--- src/rtl/alu_mult_seq.sv ---
// alu_mult_seq: sequential radix-2 Booth multiplier (32x32 signed).
// The module has no adder of its own. Each iteration sends an add or subtract
// to an external combinational ALU and takes the sum back in the same cycle.
// One multiply takes 32 iterations, plus one cycle to publish the result.
module alu_mult_seq (
  input  logic        clock,
  input  logic        reset,
  input  logic        start,
  input  logic [31:0] operand_a,
  input  logic [31:0] operand_b,
  output logic        busy,
  output logic        ready,
  output logic [31:0] result,
  output logic        exception,
  output logic [31:0] alu_operandA,
  output logic [31:0] alu_operandB,
  output logic [4:0]  alu_opcode,
  output logic [4:0]  alu_shiftamt,
  input  logic [31:0] alu_result,
  input  logic        alu_overflow,
  input  logic        alu_isNotEqual,
  input  logic        alu_isLessThan
);

  localparam logic [1:0] ST_IDLE = 2'd0;
  localparam logic [1:0] ST_STEP = 2'd1;
  localparam logic [1:0] ST_DONE = 2'd2;

  localparam logic [4:0] OP_ADD = 5'b00000;
  localparam logic [4:0] OP_SUB = 5'b00001;

  logic [1:0]  state_q, state_d;
  logic [4:0]  count_q, count_d;
  logic [64:0] p_q, p_d;          // {accumulator[64:33], multiplier[32:1], booth bit[0]}
  logic [31:0] m_q, m_d;          // multiplicand
  logic        ready_q, ready_d;
  logic [31:0] result_q, result_d;
  logic        exception_q, exception_d;

  // The ALU flags for equality and ordering are not needed by the multiplier.
  logic unused_alu_flags;
  assign unused_alu_flags = alu_isNotEqual ^ alu_isLessThan;

  // True sign bit of the 33-bit sum. A sign flip caused by overflow is
  // undone here, which keeps M = 0x80000000 correct.
  logic sum_sign;
  assign sum_sign = alu_result[31] ^ alu_overflow;

  assign busy         = (state_q == ST_STEP) || (state_q == ST_DONE);
  assign ready        = ready_q;
  assign result       = result_q;
  assign exception    = exception_q;
  assign alu_shiftamt = 5'b00000;

  // Drive the external ALU. Booth pair 01 adds M, pair 10 subtracts M, and any
  // other pair adds zero. The ALU sees zero operands when no step is running.
  always_comb begin
    alu_operandA = 32'd0;
    alu_operandB = 32'd0;
    alu_opcode   = OP_ADD;
    if (state_q == ST_STEP) begin
      alu_operandA = p_q[64:33];
      unique case (p_q[1:0])
        2'b01: begin
          alu_operandB = m_q;
          alu_opcode   = OP_ADD;
        end
        2'b10: begin
          alu_operandB = m_q;
          alu_opcode   = OP_SUB;
        end
        default: begin
          alu_operandB = 32'd0;
          alu_opcode   = OP_ADD;
        end
      endcase
    end
  end

  // Next-state logic for the IDLE -> STEP x32 -> DONE sequence.
  always_comb begin
    state_d     = state_q;
    count_d     = count_q;
    p_d         = p_q;
    m_d         = m_q;
    ready_d     = 1'b0;
    result_d    = result_q;
    exception_d = exception_q;
    unique case (state_q)
      ST_IDLE: begin
        if (start) begin
          state_d = ST_STEP;
          m_d     = operand_a;
          p_d     = {32'd0, operand_b, 1'b0};
          count_d = 5'd0;
        end
      end
      ST_STEP: begin
        // Arithmetic shift right of {sum, multiplier} by one bit.
        p_d     = {sum_sign, alu_result, p_q[32:1]};
        count_d = count_q + 5'd1;
        if (count_q == 5'd31) begin
          state_d = ST_DONE;
        end
      end
      ST_DONE: begin
        result_d    = p_q[32:1];
        // The product fits in 32 bits only if the high word is a pure sign
        // extension of bit 31 of the low word.
        exception_d = ~(p_q[64:33] == {32{p_q[32]}});
        ready_d     = 1'b1;
        state_d     = ST_IDLE;
      end
      default: begin
        state_d = ST_IDLE;
      end
    endcase
  end

  // State registers. Reset clears everything and aborts any multiply in flight.
  always_ff @(posedge clock) begin
    if (reset) begin
      state_q     <= ST_IDLE;
      count_q     <= 5'd0;
      p_q         <= 65'd0;
      m_q         <= 32'd0;
      ready_q     <= 1'b0;
      result_q    <= 32'd0;
      exception_q <= 1'b0;
    end else begin
      state_q     <= state_d;
      count_q     <= count_d;
      p_q         <= p_d;
      m_q         <= m_d;
      ready_q     <= ready_d;
      result_q    <= result_d;
      exception_q <= exception_d;
    end
  end

endmodule
--- config.mk ---
export PLATFORM = sky130hd
export DESIGN_NAME = alu_mult_seq
export DESIGN_NICKNAME = d
export VERILOG_FILES = /design/src/rtl/alu_mult_seq.sv
export SDC_FILE = /design/constraint.sdc
export NUM_CORES = 1
export LEC_CHECK = 0
export CORE_AREA = 2 2 124 126
export CTS_CLUSTER_DIAMETER = 150
export DETAILED_ROUTE_END_ITERATION = 10
export DIE_AREA = 0 0 126 128
export PLACE_DENSITY = 0.71
export SKIP_LAST_GASP = 1
export SLEW_MARGIN = 20
export SYNTH_ARGS = -nofsm -noshare
export SYNTH_HDL_FRONTEND = slang
export SYNTH_SLANG_ARGS = --single-unit
export TNS_END_PERCENT = 100
--- constraint.sdc ---
create_clock -name clock -period 2.5 [get_ports clock]
set_input_delay 0.25 -clock clock [delete_from_list [all_inputs] [get_ports clock]]
set_output_delay 0.25 -clock clock [all_outputs]
set_load 0.01 [all_outputs]
==> results.txt, run 1 <==
----------------------------------------------------
[Outcome]
  Run status ... finished clean

[Layout]
  Final instance area ... 8534 um2
  Most used cells in the layout excluding fill and tap cells ... 197 x sky130_fd_sc_hd__clkdlybuf4s50_1, 138 x sky130_fd_sc_hd__dfxtp_1, 104 x sky130_fd_sc_hd__nor2_1
  Ratio of cells with drive above 1 in the final layout ... 0.05718
  Post-route insts no fill ... approximately 1000
  Most common cell after layout, fill and taps aside ... sky130_fd_sc_hd__clkdlybuf4s50_1
  Number of antenna cells inserted ... 0
  Filler cell count in the final layout ... about 1400
  Area Overhead vs Synth ... 46.06%
  Layout net count ... 956

[Detailed routing]
  Ratio of routed vias to standard cells ... 4.886
  Number of DRC violations after detailed routing ... 0
  Average wire length per cell after detail routing ... ~14 um
  DRT antenna net count ... 0
  Wirelength, routed ... 14810 um
  Total number of vias ... 5106
  Initial DRC count ... 238
  First-pass DRT Iterations ... 5

[Global routing]
  Global routing usage summed across all routing layers ... 0.1817
  GRT overflow ... 0
  Via count of the first global-routing pass ... between 4000 and 5000
  Wire length of the first global-routing pass ... 23840 um
  Maximum number of pins on one net before global-route repair ... 65
  Antenna violations before repair ... 0

[Critical path]
  FF-to-FF End ... p_q[5]$_SDFFE_PP0P_
  Timing startpoint of the critical path ... p_q[0]$_SDFFE_PP0P_
  FF-to-FF setup slack ... 0.56 ns
  Crit path capture type ... output port
  Count of buffer and inverter cells on the critical path ... 3
  Slowest stage delay, CP ... ~0.53 ns
  Critical Path AT ... 2.14 ns
  CP Cell Sequence ... inv_1 -> ha_1 -> nor2b_4 -> buf_8 -> and2_1 -> clkdlybuf4s50_1
  Kind of launch point of the worst setup path ... flop
  Highest net fanout along the worst path ... 16
  Worst reg2reg path depth ... 6
  CP Data Required Time ... about 2.3 ns
  Cell class contributing the biggest share of worst-path delay ... buffers and inverters
  Number of gates on the worst path with buffers counted ... 6
  Kind of critical path ... flop to output port
  Beginning of the worst register-to-register path ... state_q[1]$_SDFFE_PP0P_
  Critical path's slowest cell ... sky130_fd_sc_hd__clkdlybuf4s50_1
  Endpoint of the worst setup timing path ... alu_operandB[27]

[Synthesis]
  Flop and latch count out of synthesis ... ~140
  Synth Area per Inst ... 8.760 um2
  Synth cell types ... 34
  Top-area cell type share of the netlist area ... 0.4728
  Sequential area share after synthesis ... 0.4728
  Biggest area contributors in the synthesized netlist ... sky130_fd_sc_hd__dfxtp_1 47%, sky130_fd_sc_hd__mux2i_1 11%, sky130_fd_sc_hd__and2_1 7.3%
  Synthesized instance count ... 667
  Synthesis warning total ... 0
  Area leader, netlist ... sky130_fd_sc_hd__dfxtp_1
  Cell Area, Synth ... 5843 um2

[STA]
  RSZ-0062 raised after global routing ... true
  Fin. Hold Viols ... 0
  Post-route fraction of the period consumed by the critical path ... 0.9565
  Final slew viol count ... 0
  Measured slew at the worst slew-check pin ... 0.6109 ns
  Clock period minus final worst setup slack ... 2.391 ns
  Worst slew margin relative to its limit ... 0.5927
  Worst clock skew on the final layout ... 0.004775 ns
  Count of final setup violators ... 0
  Top achievable clock speed ... 418.2 MHz

[Floorplanning]
  Placeable core area ... 14860 um2
  Die extent in y ... 128 um
  Floorplan row count ... 45
  Die outline width ... ~130 um
  Total I/O pin count ... 211
  Initial core utilization ... 0.3931
  Die Footprint ... 16130 um2

[Worst hold path]
  Beginning of the worst hold path ... reset
  Class of the tightest hold or removal check ... input port to flop

[CTS]
  Setup bufs post-CTS ... 0
  CTS tree ... yes
  Root buf cell ... sky130_fd_sc_hd__clkbuf_16
  Total number of H-tree levels ... 4
  Max Root-Sink Buffers ... 2
  Insertion delay of the later-clocked pin in the worst-skew pair ... 0.41 ns
  CTS sink cnt ... 138
  Register clock-pin slew on the reported worst setup and hold paths ... 0.05 ns
  Number of buffers added by the clock tree synthesis step ... 17

[Placement]
  Cell Count Post-Placement ... 1016
  Detailed-placement wirelength estimate ... 9835 um
  Instance area at placement ... around 8000 um2
  Final estimated routing congestion in global placement ... 0.7768
  Number of buffers inserted by port buffering ... 199

[Power]
  Leakage ... between 0.003 and 0.004 uW
  Power density over the cells ... around 640 nW/um2
  Worst supply voltage drop on vdd ... roughly 420 uV

[Run]
  Number of maximum-capacitance violations ... 0

----------------------------------------------------
-- cell families after synthesis --
kind of cell	share of synthesized area
xor gates and xnor gates	0.001499
and+or+nand+nor	0.2246
adders and majority gates	0.01285
other	0.0006418
muxes	0.1096
DFF	0.4728
AOI/OAI and AO/OA	0.1259
buffers and inverters	0.05203
-- final cells by class --
type	instances	area, um2	share of cell area
repair buffers	215	2148	0.2517
inverters	4	15.01	0.001759
multi-input cells	472	2838	0.3325
clock inverters	3	40.04	0.004691
well taps	188	235.2	0.02756
clock buffers	25	495.5	0.05806
flip-flops and latches	138	2763	0.3237
-- state kept, by name, summed over array words and instances (netlist names) --
register and cells:
exception 1, p_q 65, result 32, count_q 5, ready 1, state_q 2
m_q 32
-- timing repair --
| action | in CTS | in global routing |
|---|---|---|
| hold buffers | 0 | 0 |
| gates resized for setup | 0 | 8 |
| setup endpoints to repair | 0 | 32 |
-- where the power goes --
group	leakage, uW	internal [uW]	switching [uW]
registers	0.00113	2330	98.1
logic	0.00176	376	367
clock network	0.000265	1450	836
-- synth_stat cells (all sizes together) --
| master | instances |
|---|---|
| nor3b | 1 |
| a22oi | 34 |
| nor3 | 8 |
| xor2 | 1 |
| buf | 27 |
| dfxtp | 138 |
| a21oi | 39 |
| nor4 | 5 |
| o21ai | 2 |
| mux2i | 64 |
| a31oi | 2 |
| and4b | 1 |
| and2 | 68 |
| nor2b | 4 |
| or3 | 1 |
| nand2b | 3 |
| nor2 | 105 |
| nand3 | 5 |
| nand2 | 72 |
| inv | 4 |
| or4 | 1 |
| o22ai | 1 |
| and3 | 1 |
| clkbuf | 34 |
| o31a | 1 |
| ha | 6 |
| conb | 1 |
| a211oi | 33 |
| nand4 | 5 |
-- worst min path at each step --
stage / end / slack [ns] / cells past startpoint
2_1_floorplan: m_q[0]$_SDFFE_PP0P_ / 0.39 / 2
5_1_grt: result[19]$_SDFFE_PP0P_ / 0.31 / 2
6_report: result[23]$_SDFFE_PP0P_ / 0.30 / 2
4_1_cts: result[20]$_SDFFE_PP0P_ / 0.28 / 2
3_3_place_gp: m_q[28]$_SDFFE_PP0P_ / 0.44 / 2
3_5_place_dp: m_q[29]$_SDFFE_PP0P_ / 0.44 / 2
-- per-stage QoR --
stage                     setup WS, ns  total power, uW    util  TNS, ns  hold WS (ns)
after CTS                      0.02631             5527  0.5722        0        0.2847
after global placement          0.4684             3206  0.5362        0        0.4378
final                           0.1088             5458  0.5742        0        0.2975
after global routing          -0.01480             5703  0.5742  -0.1375        0.3050
after detailed placement        0.4794             3218  0.5362        0        0.4433
after floorplan                 0.8608             2908       -        0        0.3860
-- layer usage --
layer	routed length, um	vias up	global-route usage
met2	6621	147	0.2770
met5	0	-	0
met1	7080	2333	0.2446
li1	-	2616	-
met3	978	10	0.05801
met4	131	0	0.06076
(Power assumes the default switching activity.)
==> run 2: changes to the inputs <==
--- a/config.mk
+++ b/config.mk
@@ -5,10 +5,10 @@
 export SDC_FILE = /design/constraint.sdc
 export NUM_CORES = 1
 export LEC_CHECK = 0
-export CORE_AREA = 2 2 124 126
+export CORE_AREA = 2 2 131 120
 export CTS_CLUSTER_DIAMETER = 150
 export DETAILED_ROUTE_END_ITERATION = 10
-export DIE_AREA = 0 0 126 128
+export DIE_AREA = 0 0 133 122
 export PLACE_DENSITY = 0.71
 export SKIP_LAST_GASP = 1
 export SLEW_MARGIN = 20
==> results.txt, run 2 (synthesis gave the netlist of run 1 again) <==
----------------------------------------------------
[Run]
  Number of maximum-capacitance violations ... 0

[Critical path]
  Kind of launch point of the worst setup path ... flop
  Kind of critical path ... flop to output port
  CP Data Required Time ... 2.25 ns
  Crit path capture type ... output port
  CP Cell Sequence ... inv_1 -> ha_1 -> nor2b_2 -> buf_12 -> and2_1 -> clkdlybuf4s50_1
  Highest net fanout along the worst path ... 32
  Slowest stage delay, CP ... ~0.55 ns
  Critical path's slowest cell ... sky130_fd_sc_hd__clkdlybuf4s50_1
  Critical Path AT ... 2.14 ns

[STA]
  Count of final setup violators ... 0
  Worst clock skew on the final layout ... 0.01070 ns
  Fin. Hold Viols ... 0
  Clock period minus final worst setup slack ... 2.389 ns
  Hold Slack ... 0.2992 ns
  Worst slew margin relative to its limit ... 0.6118
  Top achievable clock speed ... 418.6 MHz
  Post-route fraction of the period consumed by the critical path ... 0.9556
  Measured slew at the worst slew-check pin ... 0.5823 ns
  Final slew viol count ... 0

[Global routing]
  Wire length of the first global-routing pass ... roughly 25000 um
  Global routing usage summed across all routing layers ... 0.1900
  Antenna violations before repair ... 0
  Maximum number of pins on one net before global-route repair ... 51
  Via count of the first global-routing pass ... roughly 4800
  GRT overflow ... 0

[Layout]
  Most common cell after layout, fill and taps aside ... sky130_fd_sc_hd__clkdlybuf4s50_1
  Most used cells in the layout excluding fill and tap cells ... 198 x sky130_fd_sc_hd__clkdlybuf4s50_1, 138 x sky130_fd_sc_hd__dfxtp_1, 104 x sky130_fd_sc_hd__nor2_1
  Post-layout util ... 0.5752
  Flip-flop count of the largest register after layout ... between 60 and 70
  Filler cell count in the final layout ... 1366
  Register with the highest flop count ... p_q
  Ratio of cells with drive above 1 in the final layout ... 0.06395
  Area Overhead vs Synth ... 47.77%
  Number of antenna cells inserted ... 0
  Layout net count ... approximately 960

[Detailed routing]
  Number of DRC violations after detailed routing ... 0
  Average wire length per cell after detail routing ... 14.14 um
  Wirelength, routed ... 15020 um
  Initial DRC count ... 262
  DRT antenna net count ... 0
  Ratio of routed vias to standard cells ... 4.829
  First-pass DRT Iterations ... 4
  Total number of vias ... about 5100

[Power]
  Design Power ... 5699 uW
  Leakage ... approximately 0.0032 uW
  Power density over the cells ... about 660 nW/um2
  Worst supply voltage drop on vdd ... approximately 640 uV

[Floorplanning]
  Die outline width ... 133 um
  Total I/O pin count ... 211
  Initial core utilization ... 0.3893
  Placeable core area ... 15010 um2
  Die extent in y ... 122 um
  Die Footprint ... between 15000 and 20000 um2
  Floorplan row count ... 43

[CTS]
  Total number of H-tree levels ... 4
  Number of buffers added by the clock tree synthesis step ... 17
  # hold bufs at CTS ... 0
  Root buf cell ... sky130_fd_sc_hd__clkbuf_16
  Insertion delay of the later-clocked pin in the worst-skew pair ... 0.42 ns
  Max Root-Sink Buffers ... 2
  CTS sink cnt ... between 100 and 150
  CTS tree ... yes
  Register clock-pin slew on the reported worst setup and hold paths ... 0.06 ns

[Placement]
  Final estimated routing congestion in global placement ... 0.7925
  Detailed-placement wirelength estimate ... 10100 um
  Number of buffers inserted by port buffering ... 199

[Worst hold path]
  Class of the tightest hold or removal check ... input port to flop

[Outcome]
  Run status ... finished clean

----------------------------------------------------
[run 2: area by class of cell]
class	instances	area (um2)	area share
multi-input cells	472	2840	0.3289
flip-flops and latches	138	2763	0.3200
repair buffers	214	2165	0.2507
clock buffers	22	484.2	0.05608
well taps	202	252.7	0.02927
clock inverters	10	115.1	0.01333
inverters	4	15.01	0.001739
[run 2: power by group]
group	internal (uW)	total (uW)	switching [uW]
Combinational	385	757	373
Clock	1570	2510	937
Sequential	2330	2430	100
[run 2: metrics by stage]
step / instances / setup TNS [ns] / area (um2) / setup WS (ns)
2_1_floorplan: 675 / 0 / 5873 / 0.8608
5_1_grt: 1062 / -0.01262 / 8635 / -0.01262
3_3_place_gp: 1028 / 0 / 8008 / 0.4030
6_report: 1062 / 0 / 8635 / 0.1110
4_1_cts: 1062 / 0 / 8626 / 0.04260
3_5_place_dp: 1028 / 0 / 8008 / 0.3488
[run 2: worst max-delay path, delay by kind of cell (launching register included)]
| family | cells | cell delay, ns |
|---|---|---|
| AND/OR/NAND/NOR | 2 | 0.33 |
| buffers and inverters | 3 | 0.77 |
| adder cells (fa/ha/maj) | 1 | 0.29 |
| flip-flops | 1 | 0.33 |
[run 2: what timing repair did]
action                     4_1_cts  5_1_grt
setup endpoints to repair       32        3
resized for setup                1        2
hold endpoints to repair         0        0
setup buffers                    2        0
[run 2: worst paths after layout]
path                                start                 endpoint  slack [ns]  cells after the start
hold reg to reg      m_q[19]$_SDFFE_PP0P_     m_q[19]$_SDFFE_PP0P_        0.45                      2
hold / removal                      reset  result[21]$_SDFFE_PP0P_        0.30                      2
setup reg to reg  state_q[0]$_SDFFE_PP0P_      p_q[7]$_SDFFE_PP0P_        0.45                      7
setup / recovery      p_q[0]$_SDFFE_PP0P_         alu_operandB[26]        0.11                      6
[run 2: routing by layer]
| metal | vias up | track usage | routed length (um) |
|---|---|---|---|
| li1 | 2624 | - | - |
| met1 | 2321 | 0.2558 | 7245 |
| met2 | 168 | 0.2817 | 6316 |
| met3 | 15 | 0.07865 | 1301 |
| met4 | 0 | 0.04973 | 155 |
| met5 | - | 0 | 0 |
==> run 3: changes to the inputs <==
--- a/config.mk
+++ b/config.mk
@@ -5,11 +5,12 @@
 export SDC_FILE = /design/constraint.sdc
 export NUM_CORES = 1
 export LEC_CHECK = 0
-export CORE_AREA = 2 2 131 120
+export CORE_AREA = 2 2 124 114
 export CTS_CLUSTER_DIAMETER = 150
 export DETAILED_ROUTE_END_ITERATION = 10
-export DIE_AREA = 0 0 133 122
-export PLACE_DENSITY = 0.71
+export DIE_AREA = 0 0 126 116
+export GPL_ROUTABILITY_DRIVEN = 0
+export PLACE_DENSITY = 0.78
 export SKIP_LAST_GASP = 1
 export SLEW_MARGIN = 20
 export SYNTH_ARGS = -nofsm -noshare
==> results.txt, run 3 (synthesis gave the netlist of run 1 again) <==
----------------------------------------------------
[STA]
  Post-route fraction of the period consumed by the critical path ... 0.9501
  Worst slew margin relative to its limit ... 0.6073
  Count of final setup violators ... 0
  Clock period minus final worst setup slack ... 2.375 ns
  Final slew viol count ... 0
  RSZ-0062 raised after global routing ... true
  Fin. Hold Viols ... 0
  Top achievable clock speed ... 421.0 MHz
  Measured slew at the worst slew-check pin ... approximately 0.59 ns
  Worst clock skew on the final layout ... 0.007505 ns
  Worst setup margin ... 0.1248 ns

[CTS]
  Root buf cell ... sky130_fd_sc_hd__clkbuf_16
  CTS sink cnt ... 138
  Register clock-pin slew on the reported worst setup and hold paths ... around 0.050 ns
  Total number of H-tree levels ... 4
  # hold bufs at CTS ... 0
  Setup bufs post-CTS ... 0
  Insertion delay of the later-clocked pin in the worst-skew pair ... 0.42 ns
  CTS tree ... yes
  Number of buffers added by the clock tree synthesis step ... 17
  Max Root-Sink Buffers ... 2
  Cts repair resizes ... 0

[Critical path]
  Worst reg2reg path depth ... 7
  FF-to-FF End ... p_q[44]$_SDFFE_PP0P_
  Crit path capture type ... output port
  Beginning of the worst register-to-register path ... state_q[1]$_SDFFE_PP0P_
  FF-to-FF setup slack ... 0.59 ns
  CP Data Required Time ... 2.25 ns
  Critical Path AT ... roughly 2.1 ns
  Kind of critical path ... flop to output port
  Kind of launch point of the worst setup path ... flop
  Highest net fanout along the worst path ... 32

[Layout]
  Area Overhead vs Synth ... 45.42%
  Most common cell after layout, fill and taps aside ... sky130_fd_sc_hd__clkdlybuf4s50_1
  Ratio of cells with drive above 1 in the final layout ... 0.05607
  Register with the highest flop count ... p_q
  Layout net count ... 952
  Number of antenna cells inserted ... 0
  Filler cell count in the final layout ... 1087
  Flip-flop count of the largest register after layout ... between 60 and 70
  Most used cells in the layout excluding fill and tap cells ... 198 x sky130_fd_sc_hd__clkdlybuf4s50_1, 138 x sky130_fd_sc_hd__dfxtp_1, 104 x sky130_fd_sc_hd__nor2_1

[Floorplanning]
  Placeable core area ... 13210 um2
  Die Footprint ... 14620 um2
  Floorplan row count ... 40
  Die extent in y ... 116 um
  Die outline width ... 126 um
  Initial core utilization ... 0.4422
  Total I/O pin count ... 211

[Worst hold path]
  Terminating pin of the worst hold path ... result[14]$_SDFFE_PP0P_
  Worst hold path cell count ... 2
  Beginning of the worst hold path ... reset
  Class of the tightest hold or removal check ... input port to flop

[Detailed routing]
  DRT antenna net count ... 0
  Total number of vias ... about 5200
  Initial DRC count ... 314
  Ratio of routed vias to standard cells ... a little over 5
  Metal2 WL ... 6954 um
  Wirelength, routed ... 15250 um
  DR top layer ... met4
  Detail Route met3 WL ... 1328 um
  Average wire length per cell after detail routing ... 14.89 um
  Number of DRC violations after detailed routing ... 0
  Routed metal-1 wire length ... 6852 um
  First-pass DRT Iterations ... 5

[Global routing]
  Maximum number of pins on one net before global-route repair ... 65
  Global routing usage summed across all routing layers ... 0.2059
  GRT overflow ... 0
  Antenna violations before repair ... 0
  Wire length of the first global-routing pass ... 24430 um
  Via count of the first global-routing pass ... 5106

[Power]
  Power density over the cells ... 649.1 nW/um2
  Design Power ... 5515 uW
  Worst supply voltage drop on vdd ... 461.5 uV
  Leakage ... 0.003113 uW

[Placement]
  Detailed-placement wirelength estimate ... between 10000 and 15000 um
  Setup slack after placement ... about 0.47 ns
  Number of buffers inserted by port buffering ... roughly 200

[Run]
  Number of maximum-capacitance violations ... 0

[Outcome]
  Run status ... finished clean

----------------------------------------------------
run 3: power by group:
group	leakage, uW	internal (uW)	switching [uW]
sequential	0.00113	2330	103
combinational	0.00172	370	369
clock	0.000269	1460	876
run 3: how the worst max path moves through the flow:
stage,start,to,slack (ns),cells past startpoint
4_1_cts,p_q[0]$_SDFFE_PP0P_,alu_operandB[21],0.02,6
2_1_floorplan,state_q[0]$_SDFFE_PP0P_,p_q[64]$_SDFFE_PP0P_,0.86,9
6_report,p_q[0]$_SDFFE_PP0P_,alu_operandB[21],0.12,6
3_3_place_gp,p_q[0]$_SDFFE_PP0P_,alu_operandB[21],0.50,6
5_1_grt,p_q[0]$_SDFFE_PP0P_,alu_operandB[30],-0.001,6
3_5_place_dp,p_q[0]$_SDFFE_PP0P_,alu_operandB[21],0.47,6
run 3: worst max-delay path, cell delays in order (launching register included):
cell                              delay, ns
sky130_fd_sc_hd__dfxtp_1               0.33
sky130_fd_sc_hd__inv_1                 0.05
sky130_fd_sc_hd__ha_1                  0.30
sky130_fd_sc_hd__nor2b_2               0.16
sky130_fd_sc_hd__buf_12                0.17
sky130_fd_sc_hd__and2_1                0.16
sky130_fd_sc_hd__clkdlybuf4s50_1       0.53
run 3: area by class of cell:
class / instances / area [um2] / area share
clock inverters: 6 / 63.81 / 0.007510
inverters: 4 / 15.01 / 0.001767
clock buffers: 25 / 495.5 / 0.05831
well taps: 168 / 210.2 / 0.02474
flip-flops and latches: 138 / 2763 / 0.3251
repair buffers: 211 / 2117 / 0.2492
multi-input cells: 472 / 2833 / 0.3334
run 3: per-layer routing:
layer,GRT usage,vias to the layer above
li1,-,2610
met1,0.2583,2396
met2,0.3308,181
met3,0.08495,14
met4,0.05495,0
met5,0,-
run 3: metrics by stage:
stage | utilization | cell area [um2] | hold slack, ns | setup TNS (ns) | std cells
CTS | 0.6421 | 8484 | 0.3036 | 0 | 1024
detailed placement | 0.5998 | 7925 | 0.4429 | 0 | 993
finish | 0.6431 | 8497 | 0.3044 | 0 | 1024
global placement | 0.5998 | 7925 | 0.4388 | 0 | 993
floorplan | - | 5873 | 0.3860 | 0 | 675
global route | 0.6431 | 8497 | 0.3250 | -0.001654 | 1024
